--- src/rtl/rv_isa_pkg.sv ---
// Shared RV32I encoding constants, request format codes and encoder FSM states.
// Imported by the immediate packer, the encoder top and its interface users.
package rv_isa_pkg;

    typedef enum logic [2:0] {
        FMT_I  = 3'd0,
        FMT_S  = 3'd1,
        FMT_B  = 3'd2,
        FMT_J  = 3'd3,
        FMT_U  = 3'd4,
        FMT_LI = 3'd5
    } fmt_e;

    localparam logic [6:0] OPC_LUI   = 7'b0110111;
    localparam logic [6:0] OPC_OPIMM = 7'b0010011;
    localparam logic [2:0] F3_ADDI   = 3'b000;

    typedef enum logic {
        S_IDLE = 1'b0,
        S_WORD = 1'b1
    } state_e;

    // True when v[31:msb] are all copies of the same bit, i.e. v fits in msb+1 signed bits.
    function automatic logic fits_signed(input logic [31:0] v, input int msb);
        logic [31:0] t;
        t = $signed(v) >>> msb;
        return (t == '0) || (t == '1);
    endfunction

endpackage

--- src/rtl/instr_imm_encoder_if.sv ---
// Request and instruction-word handshake bundle of the immediate encoder.
// master = requester/consumer side, slave = encoder side.
interface instr_imm_encoder_if #(
    parameter int ERR_CNT_W = 8
);
    logic                 req_valid;
    logic                 req_ready;
    logic [2:0]           req_fmt;
    logic [6:0]           req_opcode;
    logic [2:0]           req_funct3;
    logic [4:0]           req_rd;
    logic [4:0]           req_rs1;
    logic [4:0]           req_rs2;
    logic [31:0]          req_imm;

    logic                 out_valid;
    logic                 out_ready;
    logic [31:0]          out_instr;
    logic                 out_last;
    logic                 out_err;
    logic [ERR_CNT_W-1:0] err_count;

    modport master (
        output req_valid, req_fmt, req_opcode, req_funct3, req_rd, req_rs1, req_rs2, req_imm,
        input  req_ready,
        input  out_valid, out_instr, out_last, out_err, err_count,
        output out_ready
    );

    modport slave (
        input  req_valid, req_fmt, req_opcode, req_funct3, req_rd, req_rs1, req_rs2, req_imm,
        output req_ready,
        output out_valid, out_instr, out_last, out_err, err_count,
        input  out_ready
    );

endinterface

--- src/rtl/imm_field_pack.sv ---
// Combinational RV32I field packer: scatters the immediate into I/S/B/J/U layouts and flags
// immediates the format cannot represent. Zero latency, no handshake.
module imm_field_pack
    import rv_isa_pkg::*;
(
    input  fmt_e        fmt,
    input  logic [6:0]  opcode,
    input  logic [2:0]  funct3,
    input  logic [4:0]  rd,
    input  logic [4:0]  rs1,
    input  logic [4:0]  rs2,
    input  logic [31:0] imm,
    output logic [31:0] instr,
    output logic        range_err
);

    always_comb begin
        instr     = 32'h0000_0000;
        range_err = 1'b1;
        case (fmt)
            FMT_I: begin
                instr     = {imm[11:0], rs1, funct3, rd, opcode};
                range_err = !fits_signed(imm, 11);
            end
            FMT_S: begin
                instr     = {imm[11:5], rs2, rs1, funct3, imm[4:0], opcode};
                range_err = !fits_signed(imm, 11);
            end
            FMT_B: begin
                instr     = {imm[12], imm[10:5], rs2, rs1, funct3, imm[4:1], imm[11], opcode};
                range_err = !fits_signed(imm, 12) || imm[0];
            end
            FMT_J: begin
                instr     = {imm[20], imm[10:1], imm[11], imm[19:12], rd, opcode};
                range_err = !fits_signed(imm, 20) || imm[0];
            end
            FMT_U: begin
                instr     = {imm[31:12], rd, opcode};
                range_err = (imm[11:0] != 12'h000);
            end
            // LI never reaches here (the top rewrites it); reserved codes emit a zero word.
            default: begin
                instr     = 32'h0000_0000;
                range_err = 1'b1;
            end
        endcase
    end

endmodule

--- src/rtl/instr_imm_encoder.sv ---
// Packs register-level requests plus a 32-bit immediate into RV32I words; LI becomes ADDI or LUI+ADDI.
// First word one cycle after accept; words hold under out_ready=0, req_ready follows out_ready combinationally.
module instr_imm_encoder
    import rv_isa_pkg::*;
#(
    parameter int LI_OPT    = 1,
    parameter int ERR_CNT_W = 8
) (
    input  logic                clk,
    input  logic                rst,
    instr_imm_encoder_if.slave  bus
);

    state_e               state;
    logic                 pend2;
    logic [31:0]          word2;
    logic                 word2_err;
    logic                 out_valid_q;
    logic [31:0]          out_instr_q;
    logic                 out_last_q;
    logic                 out_err_q;
    logic [ERR_CNT_W-1:0] err_cnt;

    fmt_e        req_fmt;
    logic [31:0] li_sum;
    logic [31:0] lo_sext;
    logic        is_li;
    logic        li_single;
    logic        li_pair;
    logic        accept;

    fmt_e        p_fmt;
    logic [6:0]  p_opcode;
    logic [2:0]  p_funct3;
    logic [4:0]  p_rs1;
    logic [31:0] p_imm;
    logic [31:0] pk_instr;
    logic        pk_err;
    logic [31:0] addi_instr;
    logic        addi_err;

    assign req_fmt   = fmt_e'(bus.req_fmt);
    assign li_sum    = bus.req_imm + 32'h0000_0800;
    assign lo_sext   = {{20{bus.req_imm[11]}}, bus.req_imm[11:0]};
    assign is_li     = (req_fmt == FMT_LI);
    assign li_single = is_li && (LI_OPT != 0) && fits_signed(bus.req_imm, 11);
    assign li_pair   = is_li && !li_single;

    assign bus.req_ready = !rst && ((state == S_IDLE) ||
                                    ((state == S_WORD) && bus.out_ready && !pend2));
    assign accept        = bus.req_valid && bus.req_ready;

    // LI is rewritten into an ordinary I (ADDI) or U (LUI) request for the first word.
    always_comb begin
        p_fmt    = req_fmt;
        p_opcode = bus.req_opcode;
        p_funct3 = bus.req_funct3;
        p_rs1    = bus.req_rs1;
        p_imm    = bus.req_imm;
        if (li_single) begin
            p_fmt    = FMT_I;
            p_opcode = OPC_OPIMM;
            p_funct3 = F3_ADDI;
            p_rs1    = 5'd0;
            p_imm    = lo_sext;
        end else if (li_pair) begin
            p_fmt    = FMT_U;
            p_opcode = OPC_LUI;
            p_imm    = {li_sum[31:12], 12'h000};
        end
    end

    imm_field_pack u_pack_first (
        .fmt       (p_fmt),
        .opcode    (p_opcode),
        .funct3    (p_funct3),
        .rd        (bus.req_rd),
        .rs1       (p_rs1),
        .rs2       (bus.req_rs2),
        .imm       (p_imm),
        .instr     (pk_instr),
        .range_err (pk_err)
    );

    // ADDI rd,rd,lo that follows a LUI; captured at accept so request fields may change freely.
    imm_field_pack u_pack_addi (
        .fmt       (FMT_I),
        .opcode    (OPC_OPIMM),
        .funct3    (F3_ADDI),
        .rd        (bus.req_rd),
        .rs1       (bus.req_rd),
        .rs2       (5'd0),
        .imm       (lo_sext),
        .instr     (addi_instr),
        .range_err (addi_err)
    );

    always_ff @(posedge clk) begin
        if (rst) begin
            state       <= S_IDLE;
            pend2       <= 1'b0;
            word2       <= 32'h0000_0000;
            word2_err   <= 1'b0;
            out_valid_q <= 1'b0;
            out_instr_q <= 32'h0000_0000;
            out_last_q  <= 1'b0;
            out_err_q   <= 1'b0;
            err_cnt     <= '0;
        end else if (accept) begin
            state       <= S_WORD;
            out_valid_q <= 1'b1;
            out_instr_q <= pk_instr;
            out_last_q  <= !li_pair;
            out_err_q   <= pk_err;
            pend2       <= li_pair;
            word2       <= addi_instr;
            word2_err   <= addi_err;
            if (pk_err && (err_cnt != '1)) begin
                err_cnt <= err_cnt + ERR_CNT_W'(1);
            end
        end else if ((state == S_WORD) && bus.out_ready) begin
            if (pend2) begin
                out_instr_q <= word2;
                out_last_q  <= 1'b1;
                out_err_q   <= word2_err;
                pend2       <= 1'b0;
            end else begin
                state       <= S_IDLE;
                out_valid_q <= 1'b0;
            end
        end
    end

    assign bus.out_valid = out_valid_q;
    assign bus.out_instr = out_instr_q;
    assign bus.out_last  = out_last_q;
    assign bus.out_err   = out_err_q;
    assign bus.err_count = err_cnt;

endmodule

--- src/flat_wrapper.sv ---
// flat-port wrapper written by rule: the top's interface ports become plain ports
module instr_imm_encoder_flat import rv_isa_pkg::*;
#(
    parameter int LI_OPT    = 1,
    parameter int ERR_CNT_W = 8
)
  (clk, rst, bus_req_valid, bus_req_fmt, bus_req_opcode, bus_req_funct3, bus_req_rd, bus_req_rs1, bus_req_rs2, bus_req_imm, bus_req_ready, bus_out_valid, bus_out_instr, bus_out_last, bus_out_err, bus_err_count, bus_out_ready);
  instr_imm_encoder_if #(.ERR_CNT_W(ERR_CNT_W)) bus_i ();
  input  logic clk;
  input  logic rst;
  input wire logic [$bits(bus_i.req_valid)-1:0] bus_req_valid;
  input wire logic [$bits(bus_i.req_fmt)-1:0] bus_req_fmt;
  input wire logic [$bits(bus_i.req_opcode)-1:0] bus_req_opcode;
  input wire logic [$bits(bus_i.req_funct3)-1:0] bus_req_funct3;
  input wire logic [$bits(bus_i.req_rd)-1:0] bus_req_rd;
  input wire logic [$bits(bus_i.req_rs1)-1:0] bus_req_rs1;
  input wire logic [$bits(bus_i.req_rs2)-1:0] bus_req_rs2;
  input wire logic [$bits(bus_i.req_imm)-1:0] bus_req_imm;
  output wire logic [$bits(bus_i.req_ready)-1:0] bus_req_ready;
  output wire logic [$bits(bus_i.out_valid)-1:0] bus_out_valid;
  output wire logic [$bits(bus_i.out_instr)-1:0] bus_out_instr;
  output wire logic [$bits(bus_i.out_last)-1:0] bus_out_last;
  output wire logic [$bits(bus_i.out_err)-1:0] bus_out_err;
  output wire logic [$bits(bus_i.err_count)-1:0] bus_err_count;
  input wire logic [$bits(bus_i.out_ready)-1:0] bus_out_ready;
  assign bus_i.req_valid = bus_req_valid;
  assign bus_i.req_fmt = bus_req_fmt;
  assign bus_i.req_opcode = bus_req_opcode;
  assign bus_i.req_funct3 = bus_req_funct3;
  assign bus_i.req_rd = bus_req_rd;
  assign bus_i.req_rs1 = bus_req_rs1;
  assign bus_i.req_rs2 = bus_req_rs2;
  assign bus_i.req_imm = bus_req_imm;
  assign bus_req_ready = bus_i.req_ready;
  assign bus_out_valid = bus_i.out_valid;
  assign bus_out_instr = bus_i.out_instr;
  assign bus_out_last = bus_i.out_last;
  assign bus_out_err = bus_i.out_err;
  assign bus_err_count = bus_i.err_count;
  assign bus_i.out_ready = bus_out_ready;
  instr_imm_encoder #(.LI_OPT(LI_OPT), .ERR_CNT_W(ERR_CNT_W)) u_core (.clk(clk), .rst(rst), .bus(bus_i));
endmodule
--- config.mk ---
export PLATFORM = sky130hd
export DESIGN_NAME = instr_imm_encoder_flat
export DESIGN_NICKNAME = d
export VERILOG_FILES = /design/src/rtl/rv_isa_pkg.sv /design/src/rtl/instr_imm_encoder_if.sv /design/src/rtl/imm_field_pack.sv /design/src/rtl/instr_imm_encoder.sv /design/src/flat_wrapper.sv
export SDC_FILE = /design/constraint.sdc
export NUM_CORES = 1
export LEC_CHECK = 0
export CORE_MARGIN = 8
export CORE_UTILIZATION = 35
export CTS_CLUSTER_DIAMETER = 40
export DETAILED_ROUTE_END_ITERATION = 8
export PLACE_DENSITY = 0.72
export SLEW_MARGIN = 30
export SYNTH_ARGS = -nofsm -noshare
export SYNTH_HDL_FRONTEND = slang
export SYNTH_SLANG_ARGS = --single-unit
--- constraint.sdc ---
create_clock -name clk -period 3.8 [get_ports clk]
set_input_delay 0.38 -clock clk [delete_from_list [all_inputs] [get_ports clk]]
set_output_delay 0.38 -clock clk [all_outputs]
set_load 0.02 [all_outputs]
[Word level (Yosys, flattened, before mapping)]
Index checks and enable logic that the tools add are counted.
Word-level totals
  register bits: 70
  bits in latches: 0
  RAM bits: 0
  bits in read-only memories: 0
  bits of input ports: 64
  word-level logic and storage cells: 83
  memories kept: 0
Operators by class
  add/subtract/negate cells: 2
  multiply operators: 0
  div/mod/pow operators: 0
  $lt $le $gt $ge: 0
  eq/ne operators: 12
  shift-type cells: 0
  mux-type cells: 24
  bitwise operators: 1
  reduce and logical (&&, ||, !) cells: 36
Operators with widths (count)
  32-bit equality test (second input constant): 5
  32-bit zero test: 5
  32-bit 2-to-1 mux: 5
  32-bit one-hot mux with 5 select lines: 1
  32-bit by 12-bit adder with 32-bit output (second input constant): 1
  7-bit 2-to-1 mux: 2
  12-bit nonzero test: 1
  1-bit 2-to-1 mux: 11
  3-bit 2-to-1 mux: 3
  8-bit by 1-bit adder with 8-bit output (second input constant): 1
  1-bit zero test: 8
  1-bit logical OR: 8
  8-bit != test (second input constant): 1
  1-bit logical AND: 7
  3-bit by 2-bit equality test with 1-bit output (second input constant): 2
  3-bit equality test (second input constant): 2
  2-bit AND reduction: 3
  5-bit 2-to-1 mux: 1
  1-bit one-hot mux with 4 select lines: 1
  2-bit nonzero test: 2
  3-bit by 1-bit equality test with 1-bit output (second input constant): 1
  3-bit zero test: 1
  2-bit != test (second input constant): 1
  2-bit OR reduction: 1
  1-bit inverter: 1

[Depth between registers and ports, before layout]
  depth after elaboration: 14
  mapped depth: 13
  gate-level depth less buffers: 11

[Hierarchy]
From an unflattened synthesis, not the netlist that was laid out.
Unflattened totals
  cell total of the unflattened synthesis: 777
  area total of the unflattened synthesis: 5741.8 sq um
By module, submodules not included
  instr_imm_encoder: times used 1, cells an instance 479, area each 3965.1 sq um, seq. area each 1541.5 sq um
  imm_field_pack: times used 2, cells an instance 149, area each 888.4 sq um, seq. area each 0.0 sq um

[Worst setup path after synthesis]
OpenSTA, ideal clock, no wires.
  path type: input-to-reg
  start: in bus_req_imm[19]
  end: reg u_core.err_cnt[5] (netlist: u_core.bus.err_count[5])
  data arrival time: 2791 ps
  slack: 939 ps
  stages on the path: 11
  path buffers: 1
  cell sequence: buf_2 > nand4_4 > or3_4 > o22a_1 > mux2i_1 > o211a_1 > o2111ai_1 > a21oi_1 > o21a_2 > or4b_1 > a21oi_1
On the way
  longest elaborated chain between the ends: 14
  elaborated cells on any way between the ends: 35
Ends and longest elaborated chain
  start, declared: RTL line flat_wrapper.sv:18  | input wire logic [$bits(bus_i.req_imm)-1:0] bus_req_imm;
  branches (longest 11 deep; another with 32-bit by 12-bit adder with 32-bit output)
  1-bit one-hot mux with 4 select lines (*): RTL line imm_field_pack.sv:20  | case (fmt)
  1-bit logical AND (*): RTL line instr_imm_encoder.sv:118  | if (pk_err && (err_cnt != '1)) begin
  2-bit AND reduction (no line) (*)
  end signal, assigned: RTL line instr_imm_encoder.sv:119  | err_cnt <= err_cnt + ERR_CNT_W'(1);
  end, declared: RTL line instr_imm_encoder.sv:22  | logic [ERR_CNT_W-1:0] err_cnt;
Mark *: on every way between the ends.
A chain may end at the register's enable or synchronous reset.

[Worst setup path after layout]
  start: in bus_req_imm[14]
  end: reg u_core.err_cnt[5] (netlist: u_core.bus.err_count[5])
The elaborated chain is that of the path after synthesis.

==> reports/metrics.cfg <==
[run_status]
status = completed

[worst_hold_path]
hold_depth = 2
min_to = u_core.bus.out_instr[5]
hold_path.class = reg2reg
hp-start = u_core.bus.out_instr[5]

[global_route]
grt.busiest_layer = met2
grtUsageMet1 = 0.230
grt.overflow.total = 0
grt_pass1_wl_um = 22400
gr-usage-met2 = 0.300
grt_pass1_vias = 4465
antenna_found_initial = 1
grt_max_degree = 63
grt_use_met3 = 0.0466
grt_use_total = 0.183

[final_layout]
num-fill-cells = 1093
layout.nets = 731
regArea_um2 = 1240
postLayoutCoreUtil = 0.498
area_growth_pct = 39.8
fin_cells = 813
drive_gt1_frac = 0.0942
multiInputGateArea_um2 = 2570

[synthesis]
synth-edff-count = 0
yosysTopAreaCell = dfxtp_1
ys_ff_latch = 62
yosys.area_share.simple = 0.302
synth_flop_cell = dfxtp_1
ys_types = 63
syn_avg_cell_area_um2 = 7.21
synth_area_leaders = dfxtp_1 31%, nand2_1 8.9%, a21oi_1 7.1%
synth_mux_area_frac = 0.0155
synth_xor_area_frac = 0.0522
async_flop_share = 0
yosysTopAreaCellShare = 0.308
synthAdderAreaFrac = 0.00931
synth_area_um2 = 4030
yosysWarningCount = 0
synthesis.nets = 626
synth_top_family_by_area = simple AND/OR/NAND/NOR gates
synthCells = 559
ys_seq_area_frac = 0.308
synth_compound_area_frac = 0.259

[drt]
num_vias = 4613
post-route-drc-count = 0
drt_wl_total_um = 14200
drt_iter0_drc = 467
drt-vias-per-instance = 5.67
ant_nets = 0
post_drt_wl_per_cell_um = 17.5
drt_first_pass_iters = 5

[sta]
period_minus_slack_ns = 3.37
finalMaxSlewViolations = 0
min_period_over_period = 0.887
final.setup.tns_ns = 0
rsz0062_at_grt = no
finClkSkew_ns = 0.00566
finalHoldViolations = 0
max_freq_ghz = 0.297
setup_violations = 0
worst_pin_slew_ns = 0.732
maxSlewHeadroom = 0.512

[clock_network]
clockBufferDepth = 2
clock-sinks = 62
ctsResizeCount = 0
clk_pin_slew_worst_paths_ns = 0.05
cts-root-buf = clkbuf_16
cts_buffers = 9
cts_hold_buf = 0
htree_levels = 3
cts_tree = yes
worst_skew_pair.late_latency_ns = 0.32
cts_setup_buffers = 0

[worst_setup_path]
r2r-end = u_core.bus.err_count[4]
cp_num_buf_inv = 3
criticalPathCategory = in2reg
timing.rr.start = u_core.pend2
r2r_cells = 6
path_max_fanout = 10
reg2reg_slack_ns = 1.53
cp_slowest_cell = clkdlybuf4s50_1
crit_family = simple AND/OR/NAND/NOR gates
max_stage_delay_ns = 0.67
cp.arrival_ns = 3.62
cp-end-kind = register
startpoint_type = input port
path_cells = clkdlybuf4s50_1 > nand4_1 > nor4_2 > buf_4 > nand4_1 > xor2_1 > a2111oi_1 > buf_4 > o2111ai_1 > a21oi_1 > o21a_2 > or4b_1 > a21oi_1
startpoint = bus_req_imm[14]
crit_required_ns = 4.05

[pwr]
power.switching_mw = 0.531
p_per_area_nw_per_um2 = 351
seq_power_share = 0.352
swShare = 0.268
ir_drop_v = 0.000259
power_frac_comb = 0.203
leakagePower_nw = 1.99
intPower_mw = 1.45
clkPwrFrac = 0.444

[floorplanning]
die_w_um = 123
die_area_um2 = 15200
fp.dieH_um = 123
fp-row-count = 39
start_util = 0.356
core_area_um2 = 11300
pin_count = 108

[placed_design]
place_hpwl_um = 11000
dp_cells = 796
portBuffers = 107
place_congestion = 0.906

[run]
maxCapViolations = 0

==> cells in the mapped netlist (3+ instances only) <==
cell type / n
nand2_1: 96
dfxtp_1: 62
nor2_1: 59
a21oi_1: 57
o21ai_0: 39
clkbuf_1: 28
nand3_1: 19
nand4_1: 13
nor3_1: 13
xnor2_1: 13
xor2_1: 11
a22oi_1: 9
nor4_1: 9
o211ai_1: 9
a311oi_1: 6
and2_1: 6
inv_1: 6
o22ai_1: 6
a211oi_1: 5
a222oi_1: 5
a31oi_1: 5
buf_1: 5
buf_2: 5
mux2i_1: 4
nand3b_1: 4
o31ai_1: 4
buf_4: 3
ha_1: 3
nand2b_1: 3
o211a_1: 3
or3_1: 3
==> worst register-to-register path, delay by kind of cell, from the launching register on <==
family	cells	cell delay, ns
AOI/OAI and AO/OA	3	0.48
and+or+nand+nor	3	1.36
DFF	1	0.32
==> cell type report <==
| type | count | area share |
|---|---|---|
| inverter | 6 | 0.00400 |
| tap | 143 | 0.0318 |
| clock buffer | 10 | 0.0424 |
| antenna | 1 | 0.000444 |
| sequential | 62 | 0.220 |
| multi-input combinational | 448 | 0.457 |
| timing repair buffer | 137 | 0.229 |
| clock inverter | 6 | 0.0151 |
==> how the worst max path moves through the flow <==
stage,endpoint,slack (ns),cells past startpoint
3_3_place_gp,u_core.bus.err_count[5],0.12,13
5_1_grt,u_core.bus.out_err,0.19,13
6_report,u_core.bus.err_count[5],0.43,13
2_1_floorplan,u_core.bus.err_count[5],0.94,11
4_1_cts,u_core.bus.err_count[5],0.45,13
3_5_place_dp,u_core.bus.err_count[5],0.13,13
==> metrics by stage <==
step | area [µm²] | power, mW | setup slack (ns) | hold WS [ns]
3_3_place_gp | 5310 | 1.11 | 0.125 | 0.441
2_1_floorplan | 4030 | 0.920 | 0.939 | 0.433
4_1_cts | 5630 | 1.99 | 0.450 | 0.458
3_5_place_dp | 5310 | 1.11 | 0.126 | 0.451
6_report | 5630 | 1.98 | 0.428 | 0.455
5_1_grt | 5630 | 2.06 | 0.195 | 0.485
==> power by group through the flow <==
stage / Combinational (mW) / Clock, mW / Sequential [mW]
3_5_place_dp: 0.398 / 0 / 0.711
6_report: 0.402 / 0.879 / 0.697
3_3_place_gp: 0.396 / 0 / 0.710
2_1_floorplan: 0.186 / 0 / 0.734
5_1_grt: 0.436 / 0.922 / 0.700
4_1_cts: 0.400 / 0.889 / 0.697
==> flip-flops by register name, indices dropped and copies added (netlist names) <==
signal / flops
u_core.bus.out_valid: 1
u_core.word2: 18
u_core.bus.out_err: 1
u_core.bus.out_instr: 32
u_core.bus.err_count: 8
u_core.pend2: 1
u_core.bus.out_last: 1
==> logic make-up (layout without fill, tap and decap cells) <==
| group | Yosys count | count (layout) |
|---|---|---|
| AO/OA/AOI/OAI | 166 | 166 |
| XOR/XNOR | 24 | 24 |
| adder cells (fa/ha/maj) | 3 | 3 |
| buffers and inverters | 49 | 159 |
| flip-flops | 62 | 62 |
| multiplexers | 6 | 6 |
| other | 0 | 1 |
| AND/OR/NAND/NOR | 249 | 249 |
==> layer usage <==
metal	wire (µm)	vias up	part of all wire
li1	-	2240	-
met1	6100	2161	0.43
met2	6610	190	0.46
met3	1270	22	0.089
met4	269	0	0.019
met5	0	-	0
==> cell usage in the layout (no fill, tap or decap), types with 3 or more instances in the layout <==
cell type | Yosys | routed
nor2_1 | 59 | 59
a22oi_1 | 9 | 9
nand3b_1 | 4 | 4
o211a_1 | 3 | 3
clkdlybuf4s50_1 | 0 | 106
inv_1 | 6 | 6
nand2b_1 | 3 | 3
nor4_1 | 9 | 9
a211oi_1 | 5 | 5
mux2i_1 | 4 | 4
nand2_1 | 96 | 96
or3_1 | 3 | 3
o22ai_1 | 6 | 6
a21oi_1 | 57 | 57
a222oi_1 | 5 | 5
o211ai_1 | 9 | 9
o31ai_1 | 4 | 4
nand3_1 | 19 | 19
a31oi_1 | 5 | 5
xnor2_1 | 13 | 13
xor2_1 | 11 | 11
and2_1 | 6 | 6
o21ai_0 | 39 | 39
clkbuf_16 | 0 | 9
dfxtp_1 | 62 | 62
ha_1 | 3 | 3
a311oi_1 | 6 | 6
nor3_1 | 13 | 13
buf_4 | 3 | 30
nand4_1 | 13 | 13
Note: power is estimated with default switching activity, not from simulation.
